<file path="src/rtl/br_redirect_ctrl.sv">
// EX-stage branch resolution: mispredict detection, pipeline flush, held fetch
// redirect, predictor-update FIFO and branch/mispredict performance counters.
module br_redirect_ctrl #(
  parameter int UPD_DEPTH = 2
) (
  input  logic        clk,
  input  logic        rstn,
  input  logic        ex_valid,
  input  logic        ex_stall,
  input  logic [3:0]  ex_br_type,
  input  logic [31:0] ex_pc,
  input  logic        ex_pred_taken,
  input  logic [31:0] ex_pred_target,
  input  logic        br,
  input  logic [31:0] pc_br,
  input  logic        fetch_ready,
  input  logic        upd_ready,
  output logic        flush_if_id,
  output logic        flush_id_ex,
  output logic        redirect_valid,
  output logic [31:0] redirect_pc,
  output logic        upd_valid,
  output logic [31:0] upd_pc,
  output logic [31:0] upd_target,
  output logic        upd_taken,
  output logic        upd_mis,
  output logic [31:0] perf_br_cnt,
  output logic [31:0] perf_mis_cnt,
  output logic [31:0] perf_upd_drop
);

  localparam int AW = (UPD_DEPTH > 1) ? $clog2(UPD_DEPTH) : 1;
  localparam logic [AW:0] DEPTH_C = (AW + 1)'(UPD_DEPTH);
  localparam logic [AW:0] ZERO_CNT_C = {(AW + 1){1'b0}};
  localparam logic [AW-1:0] ONE_PTR_C = AW'(1'b1);
  localparam logic [AW-1:0] ZERO_PTR_C = {AW{1'b0}};

  localparam logic [0:0] IDLE     = 1'b0;
  localparam logic [0:0] REDIRECT = 1'b1;

  function automatic logic is_branch(input logic [3:0] br_type);
    case (br_type)
      4'b0011, 4'b0100, 4'b0101, 4'b0110, 4'b0111,
      4'b1000, 4'b1001, 4'b1010, 4'b1011: is_branch = 1'b1;
      default:                            is_branch = 1'b0;
    endcase
  endfunction

  logic [0:0]    state_r;
  logic          redirect_valid_r;
  logic [31:0]   redirect_pc_r;
  logic [31:0]   br_cnt_r;
  logic [31:0]   mis_cnt_r;
  logic [31:0]   drop_cnt_r;
  logic [65:0]   mem_r [UPD_DEPTH];
  logic [AW-1:0] wr_ptr_r;
  logic [AW-1:0] rd_ptr_r;
  logic [AW:0]   cnt_r;

  logic          fire_s;
  logic          mis_s;
  logic [31:0]   correct_pc_s;
  logic          full_s;
  logic          deq_s;
  logic          accept_s;
  logic          drop_s;
  logic [65:0]   head_s;

  // Resolution only happens while idle; branches seen during a redirect are ignored.
  always_comb begin
    fire_s       = ex_valid & ~ex_stall & is_branch(ex_br_type) & (state_r == IDLE);
    mis_s        = fire_s & ((br != ex_pred_taken) | (br & (pc_br != ex_pred_target)));
    correct_pc_s = br ? pc_br : (ex_pc + 32'd4);
  end

  // FIFO handshake: a full FIFO still accepts when its head leaves in the same cycle.
  always_comb begin
    full_s   = (cnt_r == DEPTH_C);
    deq_s    = upd_valid & upd_ready;
    accept_s = fire_s & (~full_s | deq_s);
    drop_s   = fire_s & full_s & ~deq_s;
    head_s   = mem_r[rd_ptr_r];
  end

  // Redirect state machine: hold the corrected PC until fetch accepts it.
  always_ff @(posedge clk) begin
    if (!rstn) begin
      state_r          <= IDLE;
      redirect_valid_r <= 1'b0;
      redirect_pc_r    <= 32'd0;
    end else begin
      case (state_r)
        IDLE: begin
          if (mis_s) begin
            state_r          <= REDIRECT;
            redirect_valid_r <= 1'b1;
            redirect_pc_r    <= correct_pc_s;
          end else begin
            state_r          <= IDLE;
          end
        end
        REDIRECT: begin
          if (fetch_ready) begin
            state_r          <= IDLE;
            redirect_valid_r <= 1'b0;
          end else begin
            state_r          <= REDIRECT;
          end
        end
        default: begin
          state_r          <= IDLE;
          redirect_valid_r <= 1'b0;
        end
      endcase
    end
  end

  // FIFO pointers and occupancy.
  always_ff @(posedge clk) begin
    if (!rstn) begin
      wr_ptr_r <= ZERO_PTR_C;
      rd_ptr_r <= ZERO_PTR_C;
      cnt_r    <= ZERO_CNT_C;
    end else begin
      if (accept_s) begin
        wr_ptr_r <= wr_ptr_r + ONE_PTR_C;
      end
      if (deq_s) begin
        rd_ptr_r <= rd_ptr_r + ONE_PTR_C;
      end
      case ({accept_s, deq_s})
        2'b10:   cnt_r <= cnt_r + (AW + 1)'(1'b1);
        2'b01:   cnt_r <= cnt_r - (AW + 1)'(1'b1);
        default: cnt_r <= cnt_r;
      endcase
    end
  end

  // FIFO storage; contents are only observable while occupancy is non-zero.
  always_ff @(posedge clk) begin
    if (accept_s) begin
      mem_r[wr_ptr_r] <= {ex_pc, pc_br, br, mis_s};
    end
  end

  // Performance counters, free-running modulo 2^32.
  always_ff @(posedge clk) begin
    if (!rstn) begin
      br_cnt_r   <= 32'd0;
      mis_cnt_r  <= 32'd0;
      drop_cnt_r <= 32'd0;
    end else begin
      if (fire_s) begin
        br_cnt_r <= br_cnt_r + 32'd1;
      end
      if (mis_s) begin
        mis_cnt_r <= mis_cnt_r + 32'd1;
      end
      if (drop_s) begin
        drop_cnt_r <= drop_cnt_r + 32'd1;
      end
    end
  end

  // Flushes cover the mispredict cycle and every cycle the redirect is pending.
  assign flush_if_id    = mis_s | (state_r == REDIRECT);
  assign flush_id_ex    = mis_s | (state_r == REDIRECT);
  assign redirect_valid = redirect_valid_r;
  assign redirect_pc    = redirect_pc_r;

  assign upd_valid  = (cnt_r != ZERO_CNT_C);
  assign upd_pc     = upd_valid ? head_s[65:34] : 32'd0;
  assign upd_target = upd_valid ? head_s[33:2]  : 32'd0;
  assign upd_taken  = upd_valid ? head_s[1]     : 1'b0;
  assign upd_mis    = upd_valid ? head_s[0]     : 1'b0;

  assign perf_br_cnt   = br_cnt_r;
  assign perf_mis_cnt  = mis_cnt_r;
  assign perf_upd_drop = drop_cnt_r;

endmodule

</file>
<file path="config.mk">
export PLATFORM = sky130hd
export DESIGN_NAME = br_redirect_ctrl
export DESIGN_NICKNAME = d
export VERILOG_FILES = /design/src/rtl/br_redirect_ctrl.sv
export SDC_FILE = /design/constraint.sdc
export NUM_CORES = 1
export LEC_CHECK = 0
export ABC_AREA = 1
export CAP_MARGIN = 20
export CELL_PAD_IN_SITES_DETAIL_PLACEMENT = 0
export CELL_PAD_IN_SITES_GLOBAL_PLACEMENT = 1
export CORE_UTILIZATION = 25
export CTS_BUF_LIST = sky130_fd_sc_hd__clkbuf_8
export DETAILED_ROUTE_END_ITERATION = 16
export MAX_ROUTING_LAYER = met4
export PLACE_DENSITY = 0.65
export SLEW_MARGIN = 40
export SYNTH_ARGS = -nofsm -noshare
export SYNTH_HDL_FRONTEND = slang
export SYNTH_SLANG_ARGS = --single-unit
</file>
<file path="constraint.sdc">
create_clock -name clk -period 7.5 [get_ports clk]
set_input_delay 0.75 -clock clk [delete_from_list [all_inputs] [get_ports clk]]
set_output_delay 0.75 -clock clk [all_outputs]
set_load 0.01 [all_outputs]
</file>
==> results.md, run 1 <==
- CP peak stage delay: 0.60 ns
- Initial Utilization: roughly a quarter
- Uppermost layer routed: met4
- Initial antenna violation count: 0
- Placement Setup Slack: approximately 2.3 ns
- Layout Nets: 2286
- Crit Path Max Fanout: between 60 and 70
- Synth cell count leaders: 656 x nand2_1, 242 x nor2_1, 162 x a21oi_1
- Number of library cell types mapped by synthesis: 39
- CTS Buf Count: 54
- CP endpoint kind: output pin
- Syn Std Cell Area: between 10000 and 15000 um2
- Kind of critical path: primary input to output pin
- Die area: roughly 56000 um2
- Crit-path cells: clkdlybuf4s50_1 -> inv_1 -> nand2_1 -> o21ai_0 -> nor2_1 -> nand3_1 -> nor2_1 -> nand3_2 -> buf_4 -> nand2_2 -> buf_4 -> inv_2 -> or2_2 -> clkdlybuf4s50_1
- Sequential share of the synthesized area: approximately half
- Vias in the first global route: between 10000 and 15000
- Vias post-DR: roughly 13000
- Clock transition at the registers of the reported paths: around 0.060 ns
- Hold Slack: about 0.46 ns
- RSZ-0062 raised after global routing: false
- Layout cell share with drive strength beyond 1: roughly 5.6%
- Crit-path slowest cell: clkdlybuf4s50_1
- Drt first pass iters: 5
- CP top delay family: buffers and inverters
- Postcts setup bufs: 0
- Dpl cells: roughly 2800
- Top cells by area, synth: edfxtp_1 29%, dfxtp_1 20%, nand2_1 18%
- WL met3: roughly 3.8 mm
- Final hold vios: 0
- Clk_lat worst skew: between 0.6 and 0.7 ns
- Synthesis Warnings: 0
- Core Area: between 50000 and 60000 um2
- Setup ws final: 2.334 ns
- Syn_nets: 1983
- CTS tree: done
- Max VDD drop: between 0.0001 and 0.00015 V
- Placer Congestion: 0.9012
- Async SR Flop Fraction: 0%
- DR iter-0 viols: 768
- Antenna Diode Count: 0
- Die width: roughly 240 um
- Routed Antenna Nets: 0
- WP data required: a little under 7 ns
- Routed WL: just over 50 mm
- Root buffer cell: clkbuf_8
- Final period utilization: between 60 and 70%
- Row Count: 85
- Tot GR Track Use: 18.44%
- # IOs: approximately 310
- Synth Instances: ~1900
- Clock sink total: ~270
- Startpoint types: primary input
- Setup violators final: 0
- Total gr overflow: 0
- EDFF count, synth: between 100 and 150
- Top_reg_cell synth: dfxtp_1
- Top cell type by total area after synthesis: edfxtp_1
- DR WL met2: around 24 mm
- Sum of net half-perimeters after detailed placement: ~36 mm
- Rel. slew slack: 45.59%
- Max Fclk: 193.6 MHz
- Leakage: 6.931 nW
- Vias/cell: around 4.5
- Area growth syn-to-layout: 35.78%
- CTS H-tree lvls: 2
- Tmin final: between 5 and 6 ns
- Post-CTS Hold Fix Bufs: 0
- Synth top area share: 28.62%
- Pins over their slew limit: 0
- Max Buffers Root-to-Sink: 3
- Post-CTS Resized: 0
- Status: complete, no violations
- Worst hold path class: flip-flop to flip-flop
- Input/output buffers: 305
- Post-route DRC: 0
- Mean post-synth cell area: 7.405 um2
- Setup tns final: 0 ns
- CP arrival: ~4.4 ns
- Layout Cells excl Fill: just under 3000
- First-pass GRT wire length: 77.68 mm
- Total of max-cap violations: 0
- Count leader, synth: nand2_1
- Die height: about 240 um
- Setup Skew: ~0.014 ns
- Slew @ Worst Pin: 0.8161 ns
- Largest net degree at the start of global routing: about 70
- Power per cell area: approximately 210 nW/um2
- Synth Register Bits: ~270
- M1 WL: between 20 and 25 mm
- Worst path buffer plus inverter count: 6
- Wire length per cell: ~18 um
-- placed cells by master, fill, tap and decap left out, types with 42 or more instances in the layout --
cell type,count
inv_1,157
a21oi_1,162
edfxtp_1,132
dfxtp_1,134
xor2_1,42
nand3_1,92
nor2_1,238
nand2_1,655
clkbuf_8,65
clkdlybuf4s50_1,303
-- logic make-up after synthesis --
family / count (synthesis) / share of synthesized area (%)
buffers and inverters: 216 / 6.180
multiplexers: 5 / 0.3614
XOR/XNOR: 68 / 4.301
flip-flops: 267 / 48.14
AO/OA/AOI/OAI: 218 / 8.122
AND/OR/NAND/NOR: 1091 / 32.44
adder cells (fa/ha/maj): 5 / 0.4518
-- worst register-to-register path: stages, from the launching register on --
cell	delay, ns
dfxtp_1	0.33
nor2_1	0.11
nand2_1	0.07
a21oi_2	0.11
nand2_2	0.36
nor2_4	0.21
buf_4	0.59
nand2_2	0.09
buf_4	0.37
inv_2	0.40
nor2_1	0.08
nor2_1	0.12
-- metal layers --
layer	global-route usage [%]	vias up
li1	-	6672
met1	22.65	6152
met2	29.25	343
met3	5.551	67
met4	5.024	0
met5	-	-
-- stage by stage --
step,util [%],power (mW),instance area (um2)
6_report,34.67,3.955,18800
5_1_grt,34.67,4.154,18800
4_1_cts,34.67,4.042,18800
3_5_place_dp,32.44,2.318,17590
3_3_place_gp,32.41,2.314,17580
2_1_floorplan,-,1.918,13850
-- registers in the layout, summed over array words and instances, names as in the netlist, named ones only --
register / cells
mem_r: 132
perf_upd_drop: 32
redirect_valid: 1
perf_mis_cnt: 32
state_r: 1
wr_ptr_r: 1
redirect_pc: 32
rd_ptr_r: 1
cnt_r: 2
perf_br_cnt: 32
-- worst paths after layout --
| check | startpoint | end | slack [ns] | depth (start not counted) |
|---|---|---|---|---|
| max | pc_br[5] | flush_id_ex | 2.33 | 14 |
| min | rd_ptr_r | flip-flop | 0.46 | 1 |
| max reg2reg | state_r | redirect_pc[0] | 4.60 | 11 |
| min reg2reg | rd_ptr_r | flip-flop | 0.46 | 1 |
-- power by group --
group / internal [mW] / leakage, nW / switching, mW
clock network: 0.992 / 0.678 / 0.692
registers: 1.57 / 2.29 / 0.0177
logic: 0.287 / 3.96 / 0.396
total: 2.85 / 6.93 / 1.11
-- final cells by class --
cell class | count | area, um2
Tap cell | 696 | 870.8
Clock buffer | 65 | 894.6
Multi-Input combinational cell | 1387 | 6364
Fill cell | 5768 | 35440
Timing Repair Buffer | 316 | 3141
Inverter | 147 | 551.8
Clock inverter | 37 | 314.1
Sequential cell | 267 | 6668
No activity file was read; power rests on OpenSTA's default activity.
==> inputs of run 2 (changes only) <==
clock period = 4.9 ns   (was 7.5 ns; I/O delays follow)
==> results.md, run 2 (same netlist as run 1, synthesis figures left out) <==
- Post-route DRC: 0
- Setup Skew: 0.02441 ns
- Final Util: about a third
- Die width: 237.4 um
- Largest net degree at the start of global routing: 67
- First-pass GRT wire length: 77.43 mm
- Die height: about 240 um
- Post-CTS Hold Fix Bufs: 0
- Crit path capture: flush_if_id
- Worst hold path class: primary input to flip-flop
- Final period utilization: a little over 70%
- Core Area: 54240 um2
- Post-CTS Resized: 0
- Pins over their slew limit: 0
- Final hold vios: 0
- Input/output buffers: approximately 310
- CTS H-tree lvls: 2
- Critical Path Most Common Cell: nand2_2
- Wire length per cell: 17.64 um
- Tmin final: roughly 3.5 ns
- Clock transition at the registers of the reported paths: approximately 0.06 ns
- Row Count: between 80 and 90
- Status: complete, no violations
- Tot GR Track Use: a little under a fifth
- Commonest cells after routing, fill and taps aside: 655 x nand2_1, 303 x clkdlybuf4s50_1, 238 x nor2_1, 162 x a21oi_1, 161 x inv_1
- Vias in the first global route: ~13000
- Area occupied by multi-input gates: 6364 um2
- Worst reg-to-reg setup slack: between 2 and 2.5 ns
- Fillers: between 5000 and 6000
- Sum of net half-perimeters after detailed placement: roughly 36 mm
- Layout Nets: ~2300
- Initial Utilization: around a quarter
- Max reg flops: 132
- Worst reg2reg endpoint: perf_upd_drop[9]
- Clock sink total: 267
- WP data required: 4.41 ns
- Max VDD drop: roughly 0.00015 V
- Crit-path slowest cell: clkdlybuf4s50_1
- CTS tree: done
- Layout cell share with drive strength beyond 1: approximately 4.8%
- CP Depth: 9
- CTS Buf Count: between 50 and 60
- Clk_lat worst skew: 0.63 ns
- Rel. slew slack: between 40 and 50%
- Startpoint types: flip-flop
- Largest Register: mem_r
- Area growth syn-to-layout: 33.93%
- Post-DP Area: approximately 18000 um2
- Slew @ Worst Pin: between 0.7 and 0.8 ns
- FF-to-FF path depth: 9
- Setup violators final: 0
- Kind of critical path: flip-flop to output pin
- Setup tns final: 0 ns
- Max Buffers Root-to-Sink: 3
- Crit-path cells: nor2_1 -> nand2_1 -> a21oi_2 -> nand2_2 -> nor2_4 -> nand2_2 -> inv_2 -> or2_2 -> clkdlybuf4s50_1
- Drt first pass iters: 5
- Crit Path Max Fanout: 23
- Initial antenna violation count: 2
- Cell area after layout: about 19000 um2
- Vias/cell: 4.529
- Total of max-cap violations: 0
- Total gr overflow: 0
- Die area: 56340 um2
- Max Fclk: between 200 and 300 MHz
- # IOs: between 300 and 400
- CP top delay family: simple AND/OR/NAND/NOR gates
- DR iter-0 viols: just over 800
- Vias post-DR: approximately 13000
- Commonest non-fill, non-tap cell in the layout: nand2_1
- CP peak stage delay: 0.53 ns
- Power per cell area: between 200 and 300 nW/um2
- CP arrival: about 3.1 ns
- Routed WL: between 50 and 60 mm
- Worst path buffer plus inverter count: 2
- FF+latch area: approximately 6700 um2
- CP endpoint kind: output pin
- Leakage: approximately 6.8 nW
- Root buffer cell: clkbuf_8
- Postcts setup bufs: 0
- Crit path launch: state_r
- Placer Congestion: 0.8866
- Routed Antenna Nets: 0
- R2r startpoint: state_r
- RSZ-0062 raised after global routing: false
run 2: cell type report:
| class | count | area share, % |
|---|---|---|
| Sequential cell | 267 | 35.95 |
| Clock inverter | 39 | 0.9040 |
| Inverter | 147 | 3.002 |
| Tap cell | 696 | 4.695 |
| Clock buffer | 54 | 4.007 |
| Timing Repair Buffer | 318 | 17.09 |
| Multi-Input combinational cell | 1387 | 34.31 |
| Antenna cell | 3 | 0.04048 |
run 2: worst min path at each step:
stage | start | endpoint | slack, ns | depth (start not counted)
3_3_place_gp | rd_ptr_r | flip-flop | 0.43 | 1
5_1_grt | rstn | cnt_r[0] | 0.37 | 3
2_1_floorplan | rd_ptr_r | flip-flop | 0.43 | 1
4_1_cts | rstn | perf_br_cnt[6] | 0.34 | 3
3_5_place_dp | rd_ptr_r | rd_ptr_r | 0.45 | 1
6_report | rstn | perf_br_cnt[6] | 0.38 | 3
run 2: per-stage QoR:
stage,hold WS [ns],setup WS [ns],cells,power (mW)
2_1_floorplan,0.4256,0.4738,1870,2.935
3_3_place_gp,0.4285,1.381,2815,3.552
3_5_place_dp,0.4470,1.394,2815,3.559
4_1_cts,0.3421,1.222,2908,5.640
5_1_grt,0.3687,1.103,2910,5.816
6_report,0.3773,1.360,2911,5.525
run 2: worst reg2reg max path, delay by kind of cell (launching register included):
family	cells	cell delay, ns
AND/OR/NAND/NOR	5	1.33
AO/OA/AOI/OAI	3	0.34
flip-flops	1	0.33
buffers and inverters	1	0.45
run 2: metal layers:
metal,GRT usage (%),vias up,share of wire [%]
met5,-,-,0
met4,4.927,0,2.0
met3,5.249,57,7.2
met2,29.62,354,47
met1,22.43,6107,44
li1,-,6667,-
run 2: report_power, final:
group	switching (mW)	internal [mW]	total (mW)
Combinational	0.609	0.448	1.06
Clock	1.03	1.01	2.04
Sequential	0.0273	2.40	2.43
Total	1.66	3.86	5.53
